`src/rtl/port_map_pipe_if.sv`:
```
// Handshake and data bundle between decode, KMEM and the DSP48E port C operand muxes.
interface port_map_pipe_if #(
  parameter int TYPE_W  = 3,
  parameter int SEL_W   = 2,
  parameter int KADDR_W = 8,
  parameter int KDATA_W = 16
);
  logic               IN_VALID;
  logic               IN_READY;
  logic [TYPE_W-1:0]  INSTR_TYPE;
  logic [KDATA_W-1:0] IMM_IN;
  logic [KADDR_W-1:0] KADDR_IN;
  logic               KMEM_RE;
  logic [KADDR_W-1:0] KMEM_ADDR;
  logic [KDATA_W-1:0] KMEM_DATA;
  logic               OUT_VALID;
  logic               OUT_READY;
  logic [SEL_W-1:0]   IMM_SEL;
  logic [KDATA_W-1:0] IMM_OUT;
  logic               MEM_OP;
  logic               ILLEGAL;

  modport slave (
    input  IN_VALID, INSTR_TYPE, IMM_IN, KADDR_IN, KMEM_DATA, OUT_READY,
    output IN_READY, KMEM_RE, KMEM_ADDR, OUT_VALID, IMM_SEL, IMM_OUT, MEM_OP, ILLEGAL
  );

  modport master (
    output IN_VALID, INSTR_TYPE, IMM_IN, KADDR_IN, KMEM_DATA, OUT_READY,
    input  IN_READY, KMEM_RE, KMEM_ADDR, OUT_VALID, IMM_SEL, IMM_OUT, MEM_OP, ILLEGAL
  );
endinterface

```
`src/rtl/port_map_pipe.sv`:
```
// Pipelined INSTR_TYPE -> IMM_SEL mapper with KMEM read sequencing for RK instructions.
// Define IPPRO_PMAP_PERF_EN to add the PERF_STALL / PERF_RK saturating counters.
module port_map_pipe #(
  parameter int TYPE_W   = 3,
  parameter int SEL_W    = 2,
  parameter int KADDR_W  = 8,
  parameter int KDATA_W  = 16,
  parameter int KMEM_LAT = 2
) (
  input  logic           CLK,
  input  logic           RST_N,
  port_map_pipe_if.slave bus
`ifdef IPPRO_PMAP_PERF_EN
  ,
  output logic [15:0]    PERF_STALL,
  output logic [15:0]    PERF_RK
`endif
);

  localparam logic [TYPE_W-1:0] TYPE_RR  = TYPE_W'(0);
  localparam logic [TYPE_W-1:0] TYPE_RI  = TYPE_W'(1);
  localparam logic [TYPE_W-1:0] TYPE_MEM = TYPE_W'(2);
  localparam logic [TYPE_W-1:0] TYPE_RK  = TYPE_W'(3);

  typedef enum logic [1:0] {IDLE, KWAIT, HOLD} state_t;

  state_t             state_q, state_d;
  logic [2:0]         cnt_q, cnt_d;
  logic               out_valid_q, out_valid_d;
  logic [SEL_W-1:0]   imm_sel_q, imm_sel_d;
  logic [KDATA_W-1:0] imm_out_q, imm_out_d;
  logic               mem_op_q, mem_op_d;
  logic               illegal_q, illegal_d;

  logic in_ready;
  logic xfer;
  logic is_rk;
  logic kmem_re;

  always_comb begin
    in_ready = (state_q == IDLE) && (!out_valid_q || bus.OUT_READY);
    xfer     = bus.IN_VALID && in_ready;
    is_rk    = (bus.INSTR_TYPE == TYPE_RK);
    kmem_re  = xfer && is_rk;
  end

  always_comb begin
    state_d     = state_q;
    cnt_d       = cnt_q;
    out_valid_d = out_valid_q;
    imm_sel_d   = imm_sel_q;
    imm_out_d   = imm_out_q;
    mem_op_d    = mem_op_q;
    illegal_d   = illegal_q;
    case (state_q)
      IDLE: begin
        if (out_valid_q && bus.OUT_READY) out_valid_d = 1'b0;
        if (xfer) begin
          if (is_rk) begin
            state_d = KWAIT;
            cnt_d   = 3'(KMEM_LAT);
          end else begin
            // A same-cycle drain and accept simply overwrites the output register.
            out_valid_d = 1'b1;
            imm_sel_d   = '0;
            imm_out_d   = '0;
            mem_op_d    = 1'b0;
            illegal_d   = 1'b0;
            case (bus.INSTR_TYPE)
              TYPE_RR:  ;
              TYPE_RI: begin
                imm_sel_d = SEL_W'(1);
                imm_out_d = bus.IMM_IN;
              end
              TYPE_MEM: mem_op_d  = 1'b1;
              default:  illegal_d = 1'b1;
            endcase
          end
        end
      end
      KWAIT: begin
        cnt_d = cnt_q - 3'd1;
        // Count of 1 marks the cycle in which KMEM_DATA is valid.
        if (cnt_q == 3'd1) begin
          state_d     = HOLD;
          out_valid_d = 1'b1;
          imm_sel_d   = SEL_W'(2);
          imm_out_d   = bus.KMEM_DATA;
          mem_op_d    = 1'b0;
          illegal_d   = 1'b0;
        end
      end
      HOLD: begin
        if (bus.OUT_READY) begin
          state_d     = IDLE;
          out_valid_d = 1'b0;
        end
      end
      default: state_d = IDLE;
    endcase
  end

  always_ff @(posedge CLK) begin
    if (!RST_N) begin
      state_q     <= IDLE;
      cnt_q       <= '0;
      out_valid_q <= 1'b0;
      imm_sel_q   <= '0;
      imm_out_q   <= '0;
      mem_op_q    <= 1'b0;
      illegal_q   <= 1'b0;
    end else begin
      state_q     <= state_d;
      cnt_q       <= cnt_d;
      out_valid_q <= out_valid_d;
      imm_sel_q   <= imm_sel_d;
      imm_out_q   <= imm_out_d;
      mem_op_q    <= mem_op_d;
      illegal_q   <= illegal_d;
    end
  end

  assign bus.IN_READY  = in_ready;
  assign bus.KMEM_RE   = kmem_re;
  assign bus.KMEM_ADDR = kmem_re ? bus.KADDR_IN : '0;
  assign bus.OUT_VALID = out_valid_q;
  assign bus.IMM_SEL   = imm_sel_q;
  assign bus.IMM_OUT   = imm_out_q;
  assign bus.MEM_OP    = mem_op_q;
  assign bus.ILLEGAL   = illegal_q;

`ifdef IPPRO_PMAP_PERF_EN
  logic [15:0] perf_stall_q, perf_stall_d;
  logic [15:0] perf_rk_q, perf_rk_d;

  always_comb begin
    perf_stall_d = perf_stall_q;
    perf_rk_d    = perf_rk_q;
    if (bus.IN_VALID && !in_ready && (perf_stall_q != 16'hFFFF)) perf_stall_d = perf_stall_q + 16'd1;
    if (kmem_re && (perf_rk_q != 16'hFFFF)) perf_rk_d = perf_rk_q + 16'd1;
  end

  always_ff @(posedge CLK) begin
    if (!RST_N) begin
      perf_stall_q <= '0;
      perf_rk_q    <= '0;
    end else begin
      perf_stall_q <= perf_stall_d;
      perf_rk_q    <= perf_rk_d;
    end
  end

  assign PERF_STALL = perf_stall_q;
  assign PERF_RK    = perf_rk_q;
`endif

endmodule

```
`src/flat_wrapper.sv`:
```
// flat-port wrapper written by rule: the top's interface ports become plain ports
module port_map_pipe_flat 
#(
  parameter int TYPE_W   = 3,
  parameter int SEL_W    = 2,
  parameter int KADDR_W  = 8,
  parameter int KDATA_W  = 16,
  parameter int KMEM_LAT = 2
)
  (CLK, RST_N, bus_IN_VALID, bus_INSTR_TYPE, bus_IMM_IN, bus_KADDR_IN, bus_KMEM_DATA, bus_OUT_READY, bus_IN_READY, bus_KMEM_RE, bus_KMEM_ADDR, bus_OUT_VALID, bus_IMM_SEL, bus_IMM_OUT, bus_MEM_OP, bus_ILLEGAL);
  port_map_pipe_if #(.TYPE_W(TYPE_W), .SEL_W(SEL_W), .KADDR_W(KADDR_W), .KDATA_W(KDATA_W)) bus_i ();
  input  logic CLK;
  input  logic RST_N;
  input wire logic [$bits(bus_i.IN_VALID)-1:0] bus_IN_VALID;
  input wire logic [$bits(bus_i.INSTR_TYPE)-1:0] bus_INSTR_TYPE;
  input wire logic [$bits(bus_i.IMM_IN)-1:0] bus_IMM_IN;
  input wire logic [$bits(bus_i.KADDR_IN)-1:0] bus_KADDR_IN;
  input wire logic [$bits(bus_i.KMEM_DATA)-1:0] bus_KMEM_DATA;
  input wire logic [$bits(bus_i.OUT_READY)-1:0] bus_OUT_READY;
  output wire logic [$bits(bus_i.IN_READY)-1:0] bus_IN_READY;
  output wire logic [$bits(bus_i.KMEM_RE)-1:0] bus_KMEM_RE;
  output wire logic [$bits(bus_i.KMEM_ADDR)-1:0] bus_KMEM_ADDR;
  output wire logic [$bits(bus_i.OUT_VALID)-1:0] bus_OUT_VALID;
  output wire logic [$bits(bus_i.IMM_SEL)-1:0] bus_IMM_SEL;
  output wire logic [$bits(bus_i.IMM_OUT)-1:0] bus_IMM_OUT;
  output wire logic [$bits(bus_i.MEM_OP)-1:0] bus_MEM_OP;
  output wire logic [$bits(bus_i.ILLEGAL)-1:0] bus_ILLEGAL;
  assign bus_i.IN_VALID = bus_IN_VALID;
  assign bus_i.INSTR_TYPE = bus_INSTR_TYPE;
  assign bus_i.IMM_IN = bus_IMM_IN;
  assign bus_i.KADDR_IN = bus_KADDR_IN;
  assign bus_i.KMEM_DATA = bus_KMEM_DATA;
  assign bus_i.OUT_READY = bus_OUT_READY;
  assign bus_IN_READY = bus_i.IN_READY;
  assign bus_KMEM_RE = bus_i.KMEM_RE;
  assign bus_KMEM_ADDR = bus_i.KMEM_ADDR;
  assign bus_OUT_VALID = bus_i.OUT_VALID;
  assign bus_IMM_SEL = bus_i.IMM_SEL;
  assign bus_IMM_OUT = bus_i.IMM_OUT;
  assign bus_MEM_OP = bus_i.MEM_OP;
  assign bus_ILLEGAL = bus_i.ILLEGAL;
  port_map_pipe #(.TYPE_W(TYPE_W), .SEL_W(SEL_W), .KADDR_W(KADDR_W), .KDATA_W(KDATA_W), .KMEM_LAT(KMEM_LAT)) u_core (.CLK(CLK), .RST_N(RST_N), .bus(bus_i));
endmodule
```
`config.mk`:
```
export PLATFORM = sky130hd
export DESIGN_NAME = port_map_pipe_flat
export DESIGN_NICKNAME = d
export VERILOG_FILES = /design/src/rtl/port_map_pipe_if.sv /design/src/rtl/port_map_pipe.sv /design/src/flat_wrapper.sv
export SDC_FILE = /design/constraint.sdc
export NUM_CORES = 1
export LEC_CHECK = 0
export ABC_AREA = 0
export CAP_MARGIN = 20
export CORE_UTILIZATION = 35
export DETAILED_ROUTE_END_ITERATION = 10
export GPL_ROUTABILITY_DRIVEN = 0
export PLACE_DENSITY = 0.86
export SLEW_MARGIN = 0
export SYNTH_ARGS = -nofsm -noshare
export SYNTH_HDL_FRONTEND = slang
export SYNTH_SLANG_ARGS = --single-unit
```
`constraint.sdc`:
```
create_clock -name CLK -period 1.7 [get_ports CLK]
set_input_delay 0.34 -clock CLK [delete_from_list [all_inputs] [get_ports CLK]]
set_output_delay 0.34 -clock CLK [all_outputs]
set_load 0.02 [all_outputs]
```
==> flow_summary.ini, run 1 <==
[critical_path]
worstPathRequired_ns = 1.36
end_kind = output pin
startpoint_type = register
critPathSlowestCell = or3_4
cp_max_fo = 5
crit_family = simple AND/OR/NAND/NOR gates
critPathMaxStageDelay_ns = 0.37
cp_num_buf_inv = 3
critical_path_class = register to output pin
cp_data_arrival_time_ns = 1.55
crit_chain = inv_2 > ha_4 > nand2_4 > or3_4 > inv_4 > and2_4 > buf_6

[grt]
grt_first_pass_wirelength_microns = 6780
grt_max_degree = 18
grt_pass1_vias = 1584
antenna_found_initial = 0
overflow = 0
grt_usage = 0.197

[timing]
period_share = 1.11
rsz0062_at_grt = yes
finalWorstSetupSlack_ns = -0.195
tightest_slew_ns = 0.305
relSlewSlack = 0.796
max_freq_mhz = 528
finalSetupViolCount = 9
hold_viol = 0
skew_ns = 0.00101
fin_crit_ns = 1.89
maxSlewViolCount = 0

[outcome]
violations = setup timing
outcome = finished, violations left

[clock_network]
clkTransAtPathRegs_ns = 0.09
cts_sinks = 26
clk_latency_ns = 0.26
cts-root-buf = clkbuf_8
cts_tree = yes
htree_levels = 1
clockBufferDepth = 2
cts_buffers = 3
cts_hold_buf = 0

[routing]
avgViaCountPerCell = 5.18
drt-total-wl_microns = 4450
post_drt_wl_per_cell_microns = 14.4
ant_nets = 0
drt-initial-drc-count = 39
drt_pass1_iterations = 4
via_count = 1601
drc = 0

[pwr]
switching_share = 0.278
power.share.clock = 0.241
power.internal_mw = 1.18
ir_drop_v = 0.000448
p_leak_nw = 1.24
net-switching-power_mw = 0.456
pwr-share-comb = 0.345
power-per-cell-area_mw_per_mm2 = 603
p_seq_frac = 0.414

[logic_synthesis]
synth_seq_cells = 26
netlist_area_sq_mm = 0.00144
ys_warn_count = 0
synth-edff-count = 0
synth-main-ff-cell = dfxtp_1
syn_inst = 160
ys_types = 31
ys_seq_area_frac = 0.362
yosys.area.top_type = dfxtp_1
synth_area_leaders = dfxtp_1, o211a_1, a22oi_1
syn_avg_cell_area_sq_um = 8.99
synth_commonest_cells = dfxtp_1, a22oi_1, nand3_1, o211a_1, nand2_1
synthArstFlopShare = 0
synth_top_area_frac = 0.362
syn-num-nets = 213
synth_most_common_cell = dfxtp_1

[die]
io_pins = 78
die_w_microns = 66.1
die_area_sq_mm = 0.00437
core_sq_mm = 0.00380
fp.dieH_microns = 66.1
num_rows = 22
initial_core_util = 0.379

[cells_and_area]
drive_gt1_frac = 0.341
final_cell_count_no_fill = 309
multi_input_area_sq_um = 983
final_nets = 315
seqCellArea_sq_um = 523
antenna_cells = 0
fillers = 264
synthToLayoutAreaGrowth_pct = 89.0
final_area_sq_mm = 0.00272

[placement]
dp_slack_ns = -0.916
place_hpwl_microns = 3100
port_buffers = 77
place_area_sq_mm = 0.00246
dp.cells = 298

[job]
drv_cap = 0

[min_path]
hold_class = register to register
routing by layer:
| metal | up-vias | routed length [microns] | global-route usage |
|---|---|---|---|
| met5 | - | 0 | 0 |
| met4 | 0 | 59 | 0.0559 |
| met3 | 6 | 269 | 0.0362 |
| met2 | 54 | 2290 | 0.369 |
| met1 | 748 | 1830 | 0.225 |
| li1 | 793 | - | - |
cells in the final DEF, fill, tap and decap left out, types with 5 or more instances in the layout:
master           count
dlygate4sd2_1        5
nand3_1             15
o211a_1             16
a22oi_2             16
inv_1                6
clkdlybuf4s50_1     62
buf_4               24
dfxtp_1             24
nand2_1             12
buf_6               11
nor2_1               5
and2_4               9
power groups by stage:
stage	Combinational (mW)	Clock [mW]	Sequential, mW
floorplan	0.184	0	0.744
global placement	0.502	0	0.691
detailed placement	0.509	0	0.691
CTS	0.512	0.409	0.678
global route	0.603	0.428	0.684
finish	0.566	0.395	0.679
final timing paths:
kind	cells past startpoint	start	slack [ns]	endpoint
worst max-delay path	7	u_core.state_q[1]$_SDFFE_PN0P_	-0.19	bus_KMEM_ADDR[6]
worst max register to register	8	u_core.state_q[1]$_SDFFE_PN0P_	0.01	u_core.bus.MEM_OP$_SDFFE_PN0P_
worst min register to register	2	u_core.bus.IMM_SEL[0]$_SDFFE_PN0P_	0.49	u_core.bus.IMM_SEL[0]$_SDFFE_PN0P_
worst min-delay path	2	u_core.bus.IMM_SEL[0]$_SDFFE_PN0P_	0.49	u_core.bus.IMM_SEL[0]$_SDFFE_PN0P_
stage by stage:
| stage | power [mW] | hold WS, ns | TNS [ns] | util |
|---|---|---|---|---|
| 2_1_floorplan | 0.928 | 0.464 | 0 | - |
| 3_3_place_gp | 1.19 | 0.456 | -14.54 | 0.649 |
| 3_5_place_dp | 1.20 | 0.459 | -15.08 | 0.649 |
| 4_1_cts | 1.60 | 0.472 | -2.06 | 0.672 |
| 5_1_grt | 1.72 | 0.524 | -3.05 | 0.716 |
| 6_report | 1.64 | 0.492 | -1.61 | 0.716 |
worst reg2reg max path: cells and delay by family, from the launching register on:
family                     cells  cell delay [ns]
AOI/OAI and AO/OA              1             0.13
adders and majority gates      1             0.15
buffers and inverters          4             0.48
DFF                            1             0.34
and+or+nand+nor                2             0.54
state kept, by name, indices dropped and copies added (netlist names):
register              cells
u_core.bus.ILLEGAL        1
u_core.bus.IMM_OUT       16
u_core.bus.IMM_SEL        2
u_core.bus.MEM_OP         1
u_core.bus.OUT_VALID      1
u_core.cnt_q              3
u_core.state_q            2
what timing repair did:
action | in CTS | in global routing
buffers inserted | 3 | 4
pin swaps | 1 | 22
resized for setup | 67 | 30
cloned | 1 | 2
hold endpoints to repair | 0 | 0
endpoints found under the setup margin | 14 | 32
logic make-up after synthesis:
family,after synthesis,synth area share
buffers and inverters,21,0.0687
multiplexers,1,0.00696
adder cells (fa/ha/maj),6,0.0522
AO/OA/AOI/OAI,51,0.303
AND/OR/NAND/NOR,55,0.207
flip-flops,26,0.362
layout make-up:
cell class	instances	area share
inverter	9	0.0143
tap	48	0.0221
sequential	26	0.192
timing repair inverter	1	0.00230
multi-input combinational	113	0.362
clock buffer	4	0.0202
timing repair buffer	108	0.387
No activity file was read; power rests on OpenSTA's default activity.
==> run 2: changes to the inputs <==
Settings changed: HOLD_SLACK_MARGIN set to 0.03.
==> results of run 2 <==
No change in the layout: final DEF, timing and power equal those of run 1.
